===== src/rtl/sa9_rr_scheduler.sv =====
`default_nettype none
// ============================================================================
// Module   : sa9_rr_scheduler
// Brief    : Round-robin scheduler granting one shared resource to NUM_REQ
//            leaf requesters; a grant is held until the owner signals done.
//            Optional hold timeout compiled in with SA9_HOLD_TIMEOUT_EN.
// Revision : 1.0 - initial release
// ============================================================================
module sa9_rr_scheduler #(
    parameter int NUM_REQ  = 5,
    parameter int HOLD_MAX = 16,
    parameter int ID_W     = $clog2(NUM_REQ)
) (
    input  logic                clk,
    input  logic                rst,
    input  logic [NUM_REQ-1:0]  req,
    input  logic [NUM_REQ-1:0]  done,
    output logic [NUM_REQ-1:0]  gnt,
    output logic [ID_W-1:0]     gnt_id,
    output logic                busy,
    output logic                timeout_pulse
);

    typedef enum logic [1:0] {
        ST_IDLE  = 2'd0,
        ST_GRANT = 2'd1,
        ST_GAP   = 2'd2
    } state_t;

    if (NUM_REQ < 2 || NUM_REQ > 16 || HOLD_MAX < 1 || HOLD_MAX > 255) begin : g_bad_params
        $error("sa9_rr_scheduler: parameter out of range");
    end

    state_t               r_state;
    state_t               w_state_nxt;
    logic [ID_W-1:0]      r_ptr;
    logic [ID_W-1:0]      w_ptr_nxt;
    logic [NUM_REQ-1:0]   r_gnt;
    logic [NUM_REQ-1:0]   w_gnt_nxt;
    logic [ID_W-1:0]      r_gnt_id;
    logic [ID_W-1:0]      w_gnt_id_nxt;
    logic                 r_busy;
    logic                 r_timeout_pulse;
    logic                 w_timeout_pulse_nxt;

    logic                 w_win_valid;
    logic [ID_W-1:0]      w_win_idx;
    logic [ID_W-1:0]      w_ptr_adv;
    logic                 w_owner_done;
    logic                 w_hold_expired;

    function automatic logic [ID_W-1:0] f_wrap(input logic [ID_W-1:0] base, input int off);
        int s;
        s = int'(base) + off;
        if (s >= NUM_REQ) s = s - NUM_REQ;
        return ID_W'(s);
    endfunction

    // Scan from the highest offset down so the nearest requester at or above
    // ptr is the last (and therefore winning) assignment.
    always_comb begin
        w_win_valid = 1'b0;
        w_win_idx   = '0;
        for (int i = NUM_REQ - 1; i >= 0; i--) begin
            if (req[f_wrap(r_ptr, i)]) begin
                w_win_valid = 1'b1;
                w_win_idx   = f_wrap(r_ptr, i);
            end
        end
    end

    assign w_ptr_adv    = (r_gnt_id == ID_W'(NUM_REQ - 1)) ? '0 : r_gnt_id + ID_W'(1);
    assign w_owner_done = done[r_gnt_id];

`ifdef SA9_HOLD_TIMEOUT_EN
    localparam logic [7:0] c_hold_last = 8'(HOLD_MAX - 1);
    logic [7:0] r_hold_cnt;

    // Zero outside GRANT, so the count restarts on every grant entry.
    always_ff @(posedge clk) begin
        if (rst || r_state != ST_GRANT) begin
            r_hold_cnt <= 8'd0;
        end else begin
            r_hold_cnt <= r_hold_cnt + 8'd1;
        end
    end

    assign w_hold_expired = (r_state == ST_GRANT) && (r_hold_cnt == c_hold_last);
`else
    assign w_hold_expired = 1'b0;
`endif

    always_comb begin
        w_state_nxt         = r_state;
        w_ptr_nxt           = r_ptr;
        w_gnt_nxt           = r_gnt;
        w_gnt_id_nxt        = r_gnt_id;
        w_timeout_pulse_nxt = 1'b0;
        case (r_state)
            ST_IDLE, ST_GAP: begin
                w_gnt_nxt = '0;
                if (w_win_valid) begin
                    w_state_nxt  = ST_GRANT;
                    w_gnt_nxt    = NUM_REQ'(1) << w_win_idx;
                    w_gnt_id_nxt = w_win_idx;
                end else begin
                    w_state_nxt = ST_IDLE;
                end
            end
            ST_GRANT: begin
                // done takes priority over a coinciding timeout
                if (w_owner_done || w_hold_expired) begin
                    w_state_nxt         = ST_GAP;
                    w_gnt_nxt           = '0;
                    w_ptr_nxt           = w_ptr_adv;
                    w_timeout_pulse_nxt = !w_owner_done;
                end
            end
            default: begin
                w_state_nxt = ST_IDLE;
                w_gnt_nxt   = '0;
            end
        endcase
    end

    always_ff @(posedge clk) begin
        if (rst) begin
            r_state         <= ST_IDLE;
            r_ptr           <= '0;
            r_gnt           <= '0;
            r_gnt_id        <= '0;
            r_busy          <= 1'b0;
            r_timeout_pulse <= 1'b0;
        end else begin
            r_state         <= w_state_nxt;
            r_ptr           <= w_ptr_nxt;
            r_gnt           <= w_gnt_nxt;
            r_gnt_id        <= w_gnt_id_nxt;
            r_busy          <= |w_gnt_nxt;
            r_timeout_pulse <= w_timeout_pulse_nxt;
        end
    end

    assign gnt           = r_gnt;
    assign gnt_id        = r_gnt_id;
    assign busy          = r_busy;
    assign timeout_pulse = r_timeout_pulse;

endmodule
`default_nettype wire


===== config.mk =====
export PLATFORM = sky130hd
export DESIGN_NAME = sa9_rr_scheduler
export DESIGN_NICKNAME = d
export VERILOG_FILES = /design/src/rtl/sa9_rr_scheduler.sv
export SDC_FILE = /design/constraint.sdc
export NUM_CORES = 1
export LEC_CHECK = 0
export CORE_ASPECT_RATIO = 1.4
export CORE_MARGIN = 1.5
export CORE_UTILIZATION = 51
export DETAILED_ROUTE_END_ITERATION = 8
export GPL_TIMING_DRIVEN = 1
export PLACE_DENSITY = 0.76
export SKIP_CTS_REPAIR_TIMING = 1
export SLEW_MARGIN = 30
export SYNTH_ARGS = -nofsm -noshare
export SYNTH_HDL_FRONTEND = slang
export SYNTH_SLANG_ARGS = --single-unit

===== constraint.sdc =====
create_clock -name clk -period 3.1 [get_ports clk]
set_clock_uncertainty 0.15 [all_clocks]
set_input_delay 0.93 -clock clk [delete_from_list [all_inputs] [get_ports clk]]
set_output_delay 0.93 -clock clk [all_outputs]
set_load 0.005 [all_outputs]

**Word-level counts from Yosys, hierarchy flattened**

Cells that the tools add are included.

- Register bits: 15
- Bits in latches: 0
- RAM bits: 0
- ROM bits: 0
- Input bits: 12
- Word-level logic and storage cells: 75
- Memories: 0

- Add/sub/neg operators: 10
- $mul: 0
- Divide/modulo/power cells: 0
- Order comparisons: 11
- Eq/ne operators: 4
- Shift-type cells: 1
- Multiplexer cells: 34
- Bitwise operators: 2
- Reduce and logical (&&, ||, !) cells: 7

Operators by type and width:

| cell | number |
|---|---|
| 3-bit 2-to-1 mux | 11 |
| 3-bit by 4-bit < comparator with 1-bit output (second input constant) | 6 |
| 1-bit binary-select mux with 3-bit select | 6 |
| 4-bit by 3-bit greater-or-equal comparator with 1-bit output (second input constant) | 4 |
| 3-bit subtractor (second input constant) | 5 |
| 1-bit 2-to-1 mux | 12 |
| 5-bit 2-to-1 mux | 2 |
| 5-bit one-hot mux with 2 select lines | 1 |
| 3-bit by 2-bit adder with 4-bit output (second input constant) | 2 |
| 5-bit OR reduction | 1 |
| 1-bit by 3-bit << shifter with 5-bit output (first input constant) | 1 |
| 3-bit by 1-bit adder with 4-bit output (second input constant) | 1 |
| 3-bit by 3-bit adder with 4-bit output (second input constant) | 1 |
| 2-bit one-hot mux with 2 select lines | 1 |
| 2-bit AND reduction | 2 |
| 3-bit by 1-bit adder with 3-bit output (second input constant) | 1 |
| 3-bit equality test (second input constant) | 1 |
| 3-bit greater-or-equal comparator (second input constant) | 1 |
| 3-bit OR reduction | 1 |
| 2-bit by 1-bit equality test with 1-bit output (second input constant) | 1 |
| 2-bit equality test (second input constant) | 1 |
| 2-bit logical NOT | 1 |
| 2-bit 2-to-1 mux | 1 |
| 2-bit != test (second input constant) | 1 |
| other kinds (3) | 4 |

**Longest topological paths before layout**

Gate-level depths: netlist (run 1).

- Word-level depth: 14
- Gate-level depth with buffers: 14
- Gate-level depth less buffers: 12

**Worst setup path after synthesis (run 1)**

OpenSTA, ideal clock, no wires.

- Kind: register to register
- From: register r_ptr[1]
- To: register r_gnt[1] (netlist: gnt[1])
- Arrival: 2.812 ns
- Data required time: 2.833 ns
- Path slack: 0.021 ns
- Stages on the path, launching flop included: 12
- Buffers on the path: 1
- Clock period less this slack: 3.079 ns
- Cell sequence: dfxtp_1 buf_2 inv_1 ha_1 ha_1 a21oi_1 and3_1 or3_1 o21a_1 o211ai_1 a41oi_1 a32o_1

- Word-level cells in the longest chain between the ends: 13
- Elaborated cells between the ends (all ways): 42
- Classes of those cells: add/sub: 9; order compare: 5; shift: 1; mux: 27

RTL lines:

| element | line | RTL |
|---|---|---|
| start: declaration | 36 | `logic [ID_W-1:0] r_ptr;` |
| start signal: assignment | 136 | `r_ptr <= w_ptr_nxt;` |
| 3-bit by 3-bit adder with 4-bit output | 54 | `s = int'(base) + off;` |
| 4-bit by 3-bit greater-or-equal comparator with 1-bit output / 3-bit subtractor (equally long branches) | 55 | `if (s >= NUM_REQ) s = s - NUM_REQ;` |
| 3-bit 2-to-1 mux | 55 |  |
| 1-bit binary-select mux with 3-bit select | 65 | `if (req[f_wrap(r_ptr, i)]) begin` |
| 1-bit 2-to-1 mux (not written as such) | 65 |  |
| 3-bit 2-to-1 mux (5 in a row) | 65 |  |
| 1-bit by 3-bit << shifter with 5-bit output | 104 | `w_gnt_nxt = NUM_REQ'(1) << w_win_idx;` |
| 5-bit 2-to-1 mux (*) | 102 | `if (w_win_valid) begin` |
| 5-bit one-hot mux with 2 select lines (*) | 99 | `case (r_state)` |
| end signal: assignment | 137 | `r_gnt <= w_gnt_nxt;` |
| end: declaration | 38 | `logic [NUM_REQ-1:0] r_gnt;` |

Every way passes the cells marked *; elsewhere a longest branch is shown, timed or not. The select of a mux whose other input is x is not followed.
A chain may end at the register's enable or synchronous reset.

**Worst setup path after layout (run 1)**

- From: register r_ptr[1]
- To: register r_gnt[3] (netlist: gnt[3])

Same word-level chain as after synthesis.

==> metrics.csv, run 1 <==
stage;metric;value;unit
detailed_routing;DRC viols;0;
worst_setup_path;Critical Path Slowest Stage Cell;nor4_1;
detailed_routing;DR vias;2113;
worst_setup_path;WP buf/inv;3;
power;peak supply drop;0.000697;V
power;total power;2.42;mW
detailed_routing;antenna-violating nets left;0;
logic_synthesis;leading area contributor after synthesis;dfxtp_1;
sta;setup tns final;0;ns
die;DIE AREA;4160;um2
finish;nets@finish;318;
global_routing;number of global-route vias before repair;1912;
logic_synthesis;post-synthesis cell count;242;
logic_synthesis;#FFs+latches synth;15;
die;Cell Rows;26;
global_routing;pin count of the biggest net entering global routing;29;
power;Cell Pwr Density;958;nW/um2
logic_synthesis;Synth Cell Area;1930;um2
sta;setup ws final;0.0940;ns
logic_synthesis;top cells by count, synth;28 x nor2_1, 18 x a21oi_1, 15 x dfxtp_1;
sta;min cycle time layout;3.01;ns
finish;Layout fillers;306;
die;Core Area;3640;um2
sta;fmax;333;MHz
placement;Placed Cells;329;
detailed_routing;Total Routed Length;5720;um
logic_synthesis;Most used DFF post-synth;dfxtp_1;
placement;DP HPWL;4240;um
clocking;CTS tree;built;
logic_synthesis;average cell area after synthesis;7.96;um2
clocking;clock sink count;15;
min_path;Hold Path Class;register to register;
finish;Finished Layout Cells;335;
placement;GPL Wtd Cong;0.958;
clocking;root buffer cell;clkbuf_8;
global_routing;GR Util met1;29.3;%
clocking;CTS Buffer Depth;2;
logic_synthesis;register area share after synthesis;15.6;%
logic_synthesis;largest family of logic cells by synthesized area;compound AO/OA/AOI/OAI gates;
detailed_routing;WL/cell;17.1;um
logic_synthesis;Mapped Nets;266;
finish;Antenna Cells;0;
logic_synthesis;async set-or-reset flop fraction in the synthesized netlist;0;%
sta;max-slew violation count;0;
global_routing;GR Util met3;0.980;%
worst_setup_path;worst-path cell chain;inv_1 > buf_4 > ha_1 > nor2b_1 > buf_4 > nor4_1 > a311oi_2 > a21oi_2 > or3b_1 > mux2i_1 > o21a_1 > a32o_1;
logic_synthesis;YS warnings;0;
finish;Area Growth Syn to Fin;31.3;%
global_routing;GR peak layer;met2;
logic_synthesis;Yosys cell types;64;
logic_synthesis;Synth Area in Adders;8.19;%
status;outcome;complete, no violations;
placement;Buffers on Ports;21;
global_routing;met2 Use GR;51.2;%
logic_synthesis;Synth top area share;15.6;%
worst_setup_path;CP most frequent cell;buf_4;
worst_setup_path;Worst Path Arrival;3.05;ns
worst_setup_path;crit-path leading delay family;simple AND/OR/NAND/NOR gates;
die;Starting Density;52.9;%
detailed_routing;DRT Pass-1 Iters;4;
logic_synthesis;Synth Area in Compound Gates;28.5;%
global_routing;gr usage total;27.5;%
die;top-level I/O count;22;
detailed_routing;Iteration-0 DRC Markers;89;
power;Lkg Pwr;1.06;nW
logic_synthesis;multiplexer share of the synthesized area;11.0;%
logic_synthesis;Synth Area in Simple Gates;26.8;%
global_routing;grt ovf;0;
worst_setup_path;CP Max Fanout;8;
logic_synthesis;EDFF count, synth;0;
global_routing;global-route wire length before repair;8410;um
sta;final hold vios;0;
die;Die Span X;54.9;um
sta;Period Utilization, post-route;97.0;%
global_routing;initial antenna violation count;0;
clocking;clk_lat worst skew;0.24;ns
worst_setup_path;Worst path max stage delay;0.36;ns
die;Die Ht;75.7;um
clocking;clk slew on worst S/H paths;0.06;ns
sta;# setup viols final;0;
placement;post-placement worst setup slack;-0.356;ns
worst_setup_path;CP endpoint kind;register;
worst_setup_path;Worst EP required;3.14;ns
clocking;H-Tree Depth;1;
finish;layout cells sized above 1;27.3;%
run;Max Cap Viol;0;
worst_setup_path;kind of start point of the critical path;register;
logic_synthesis;Synth area leaders;dfxtp_1 16%, ha_1 7.1%, mux2i_1 5.7%;
logic_synthesis;count leader, synth;nor2_1;
logic_synthesis;Post-Synth XOR/XNOR Area;3.57;%
worst_setup_path;WS Path Type;register to register;
detailed_routing;Vias/cell;6.31;
clocking;CTS Buf Count;3;
-- metal layers --
metal | routed length (um) | share of wire (%) | up-vias
li1 | - | - | 999
met1 | 2260 | 40 | 1015
met2 | 3000 | 52 | 76
met3 | 192 | 3.4 | 23
met4 | 261 | 4.6 | 0
met5 | 0 | 0 | -
-- power breakdown --
| part | total [mW] | leakage [nW] | internal (mW) | switching [mW] |
|---|---|---|---|---|
| clock network | 0.156 | 0.0255 | 0.0888 | 0.0669 |
| logic | 1.95 | 0.914 | 0.953 | 0.996 |
| registers | 0.317 | 0.124 | 0.252 | 0.0647 |
-- stage by stage --
stage	instance area (um2)	hold WS (ns)	util, %
4_1_cts	2440	0.333	67.1
5_1_grt	2530	0.360	69.4
2_1_floorplan	1930	0.311	-
6_report	2530	0.334	69.4
3_3_place_gp	2400	0.314	65.8
3_5_place_dp	2400	0.319	65.8
-- logic make-up after synthesis --
logic type	Yosys count
muxes	16
adders and majority gates	12
xor gates and xnor gates	7
AOI/OAI and AO/OA	71
other	1
and+or+nand+nor	95
DFF	15
buffers and inverters	25
-- area by class of cell --
class / instances / area (um2) / share of cell area [%]
multi-input cells: 202 / 1560 / 61.8
clock buffers: 3 / 41.3 / 1.63
repair buffers: 62 / 528 / 20.9
well taps: 42 / 52.6 / 2.08
flip-flops and latches: 15 / 302 / 11.9
inverters: 10 / 37.5 / 1.48
clock inverters: 1 / 5.00 / 0.198
-- worst paths after layout --
check | startpoint | to | slack (ns) | depth (start not counted)
worst max-delay path | r_ptr[1] | gnt[3] | 0.09 | 12
worst min register to register | gnt[4] | gnt[4] | 0.33 | 2
worst min-delay path | gnt[4] | gnt[4] | 0.33 | 2
worst max register to register | r_ptr[1] | gnt[3] | 0.09 | 12
-- registers in the layout, summed over array words and instances (netlist names) --
name / flops
busy: 1
gnt: 5
gnt_id: 3
r_ptr: 3
r_state: 2
timeout_pulse: 1
-- tightest hold or removal path: cells and delay by family (launching register included) --
| kind | cells | cell delay (ns) |
|---|---|---|
| AO/OA/AOI/OAI | 1 | 0.05 |
| flip-flops | 1 | 0.32 |
| AND/OR/NAND/NOR | 1 | 0.06 |
-- layout by cell type (no fill, tap or decap), drive strengths merged, types with 5 or more instances in the layout --
cell type       n
o31ai           6
mux2i          11
clkdlybuf4s50  17
nand2b         11
o21ai           5
a211oi          7
and3            5
o211ai          6
ha             11
buf            41
nor2           30
nor2b           8
dfxtp          15
a21oi          19
nand2          13
nor3            7
inv            10
Note: power is estimated with default switching activity, not from simulation.
==> run 2: changes to the inputs <==
--- a/config.mk
+++ b/config.mk
@@ -11,7 +11,6 @@
 export DETAILED_ROUTE_END_ITERATION = 8
 export GPL_TIMING_DRIVEN = 1
 export PLACE_DENSITY = 0.76
-export SKIP_CTS_REPAIR_TIMING = 1
 export SLEW_MARGIN = 30
 export SYNTH_ARGS = -nofsm -noshare
 export SYNTH_HDL_FRONTEND = slang
==> run 2 against run 1 <==
- hold slack better by 0.0019 ns
- global-route usage stayed put
- clock power about the same
- combinational power is essentially flat
- sequential share of layout area barely moved
- register-to-register slack barely moved
- worst setup slack better by 0.013 ns
- power grew 0.80%
- die area stayed put
- non-clock buffer count rose by 1
- sequential power barely moved
- largest power group unchanged
==> metrics.csv, run 2 (synthesis results as in run 1) <==
stage;metric;value;unit;change
status;outcome;complete, no violations;;
worst_setup_path;WP buf/inv;3;;unchanged
detailed_routing;Total Routed Length;5730;um;+0.16%
worst_setup_path;CP endpoint kind;register;;
clocking;clock sink count;15;;unchanged
detailed_routing;Iteration-0 DRC Markers;77;;-13%
power;Net Sw Frac;46.5;%;-0.11 points
finish;Area Growth Syn to Fin;31.1;%;
clocking;clk slew on worst S/H paths;0.06;ns;about the same
finish;Layout fillers;306;;unchanged
sta;# setup viols final;0;;unchanged
min_path;Min-Delay Startpoint;gnt[4];;
global_routing;GR peak layer;met2;;
clocking;H-Tree Depth;1;;unchanged
finish;commonest non-fill, non-tap cell in the layout;buf_4;;
die;DIE AREA;4160;um2;unchanged
finish;nets@finish;319;;+0.31%
placement;GPL Wtd Cong;0.958;;unchanged
placement;placed cell area;2400;um2;unchanged
run;Max Cap Viol;0;;unchanged
global_routing;GR Util met3;0.588;%;-0.39 points
worst_setup_path;Critical Path Slowest Stage Cell;or3b_1;;
placement;Placed Cells;329;;unchanged
global_routing;global-route wire length before repair;8410;um;unchanged
detailed_routing;WL/cell;17.1;um;-0.14%
sta;final hold vios;0;;unchanged
global_routing;pin count of the biggest net entering global routing;29;;unchanged
worst_setup_path;worst-path cell chain;inv_1 > buf_4 > ha_1 > nor2b_1 > buf_4 > nor4_1 > a311oi_2 > a21oi_2 > or3b_1 > mux2i_1 > o21a_1 > a32o_1;;
clocking;root buffer cell;clkbuf_8;;
die;top-level I/O count;22;;unchanged
worst_setup_path;kind of start point of the critical path;register;;
power;Flop pwr share;13.0;%;about the same
global_routing;initial antenna violation count;0;;unchanged
finish;layout cells sized above 1;27.6;%;+0.25 points
die;Die Span X;54.9;um;unchanged
finish;cell area after layout;2520;um2;-0.20%
sta;setup tns final;0;ns;unchanged
detailed_routing;Vias/cell;6.21;;-1.6%
power;Lkg Pwr;1.04;nW;-2.5%
global_routing;gr usage total;27.5;%;unchanged
clocking;CTS Buf Count;3;;unchanged
die;Die Ht;75.7;um;unchanged
global_routing;grt ovf;0;;unchanged
power;logic gate share of total power;80.6;%;about the same
placement;Buffers on Ports;21;;unchanged
power;Cell Pwr Density;967;nW/um2;+1.0%
sta;min cycle time layout;2.99;ns;-0.0128 ns
placement;post-placement worst setup slack;-0.356;ns;unchanged
placement;DP HPWL;4240;um;unchanged
worst_setup_path;Worst EP required;3.14;ns;about the same
finish;most frequent cells in the layout;42 x buf_4, 28 x nor2_1, 17 x clkdlybuf4s50_1;;
power;peak supply drop;0.000702;V;+0.75%
min_path;Hold Crit Endpoint;gnt[4];;
worst_setup_path;CP most frequent cell;buf_4;;
global_routing;GR Util met1;29.6;%;+0.24 points
sta;max-slew violation count;0;;unchanged
min_path;Hold Path Class;register to register;;
worst_setup_path;CP Max Fanout;8;;unchanged
power;clock power share;6.4;%;about the same
worst_setup_path;Worst Path Arrival;3.04;ns;about the same
clocking;clk_lat worst skew;0.24;ns;about the same
detailed_routing;DRT Pass-1 Iters;6;;+2
finish;Util after Layout;69.3;%;-0.14 points
worst_setup_path;crit-path leading delay family;simple AND/OR/NAND/NOR gates;;
worst_setup_path;r2r startpoint;r_ptr[1];;
die;Cell Rows;26;;unchanged
sta;setup ws final;0.107;ns;+0.0128 ns
finish;Finished Layout Cells;336;;+0.30%
min_path;Hold Crit Depth;2;;unchanged
global_routing;met2 Use GR;51.2;%;unchanged
detailed_routing;antenna-violating nets left;0;;unchanged
die;Starting Density;52.9;%;unchanged
detailed_routing;DR vias;2086;;-1.3%
sta;Period Utilization, post-route;96.6;%;-0.41 points
worst_setup_path;Critical Path Stages;12;;unchanged
worst_setup_path;WS Path Type;register to register;;
sta;fmax;334;MHz;+0.43%
power;total power;2.44;mW;+0.80%
detailed_routing;DRC viols;0;;unchanged
power;Psw;1.13;mW;+0.57%
clocking;CTS tree;built;;
finish;number of flip-flops in the largest register;5;;unchanged
global_routing;number of global-route vias before repair;1906;;-0.31%
sta;Worst Hold Slack;0.336;ns;+0.00189 ns
worst_setup_path;worst reg2reg path endpoint;gnt[3];;
die;Core Area;3640;um2;unchanged
power;internal power;1.31;mW;+1.0%
clocking;CTS Hold Bufs;0;;
worst_setup_path;Worst path max stage delay;0.36;ns;about the same
worst_setup_path;R2R setup slack;0.11;ns;about the same
finish;Antenna Cells;0;;unchanged
worst_setup_path;R2R cell count;12;;unchanged
clocking;CTS Buffer Depth;2;;unchanged
==> run 2: repair_timing <==
action | 4_1_cts | 5_1_grt
gates resized for setup | 5 | 19
pin swaps | 1 | 7
buffers inserted | 0 | 3
setup endpoints to repair | 9 | 10
==> run 2: worst max-delay path by stage <==
stage,from,slack (ns),to
2_1_floorplan,r_ptr[1],0.02,gnt[1]
3_3_place_gp,req[0],-0.30,gnt_id[1]
3_5_place_dp,req[1],-0.36,gnt[0]
4_1_cts,r_ptr[1],0.04,gnt_id[1]
5_1_grt,r_ptr[1],-0.06,gnt[1]
6_report,r_ptr[1],0.11,gnt[3]
==> run 2: area by class of cell <==
cell class                 instances  area (um2)  share of cell area (%)
multi-input combinational        202        1560                    62.0
clock inverter                     1        5.00                   0.198
clock buffer                       3        41.3                    1.64
inverter                          10        37.5                    1.49
tap                               42        52.6                    2.08
timing repair buffer              63         522                    20.7
sequential                        15         302                    11.9
==> run 2: layer usage <==
| layer | wire length, um | vias up |
|---|---|---|
| met3 | 168 | 22 |
| met1 | 2300 | 983 |
| met4 | 280 | 0 |
| met5 | 0 | - |
| li1 | - | 1002 |
| met2 | 2980 | 79 |
==> run 2: power by group through the flow <==
stage          Clock [mW]  Sequential (mW)  Combinational, mW
3_3_place_gp            0            0.314               1.77
5_1_grt             0.167            0.325               2.13
3_5_place_dp            0            0.315               1.80
4_1_cts             0.161            0.312               1.82
2_1_floorplan           0            0.307               1.18
6_report            0.157            0.317               1.97
==> run 2: worst register-to-register path, stage by stage, from the launching register on <==
cell	delay, ns
dfxtp_1	0.35
inv_1	0.09
buf_4	0.17
ha_1	0.32
nor2b_1	0.05
buf_4	0.16
nor4_1	0.34
a311oi_2	0.12
a21oi_2	0.22
or3b_1	0.36
mux2i_1	0.22
o21a_1	0.22
a32o_1	0.17
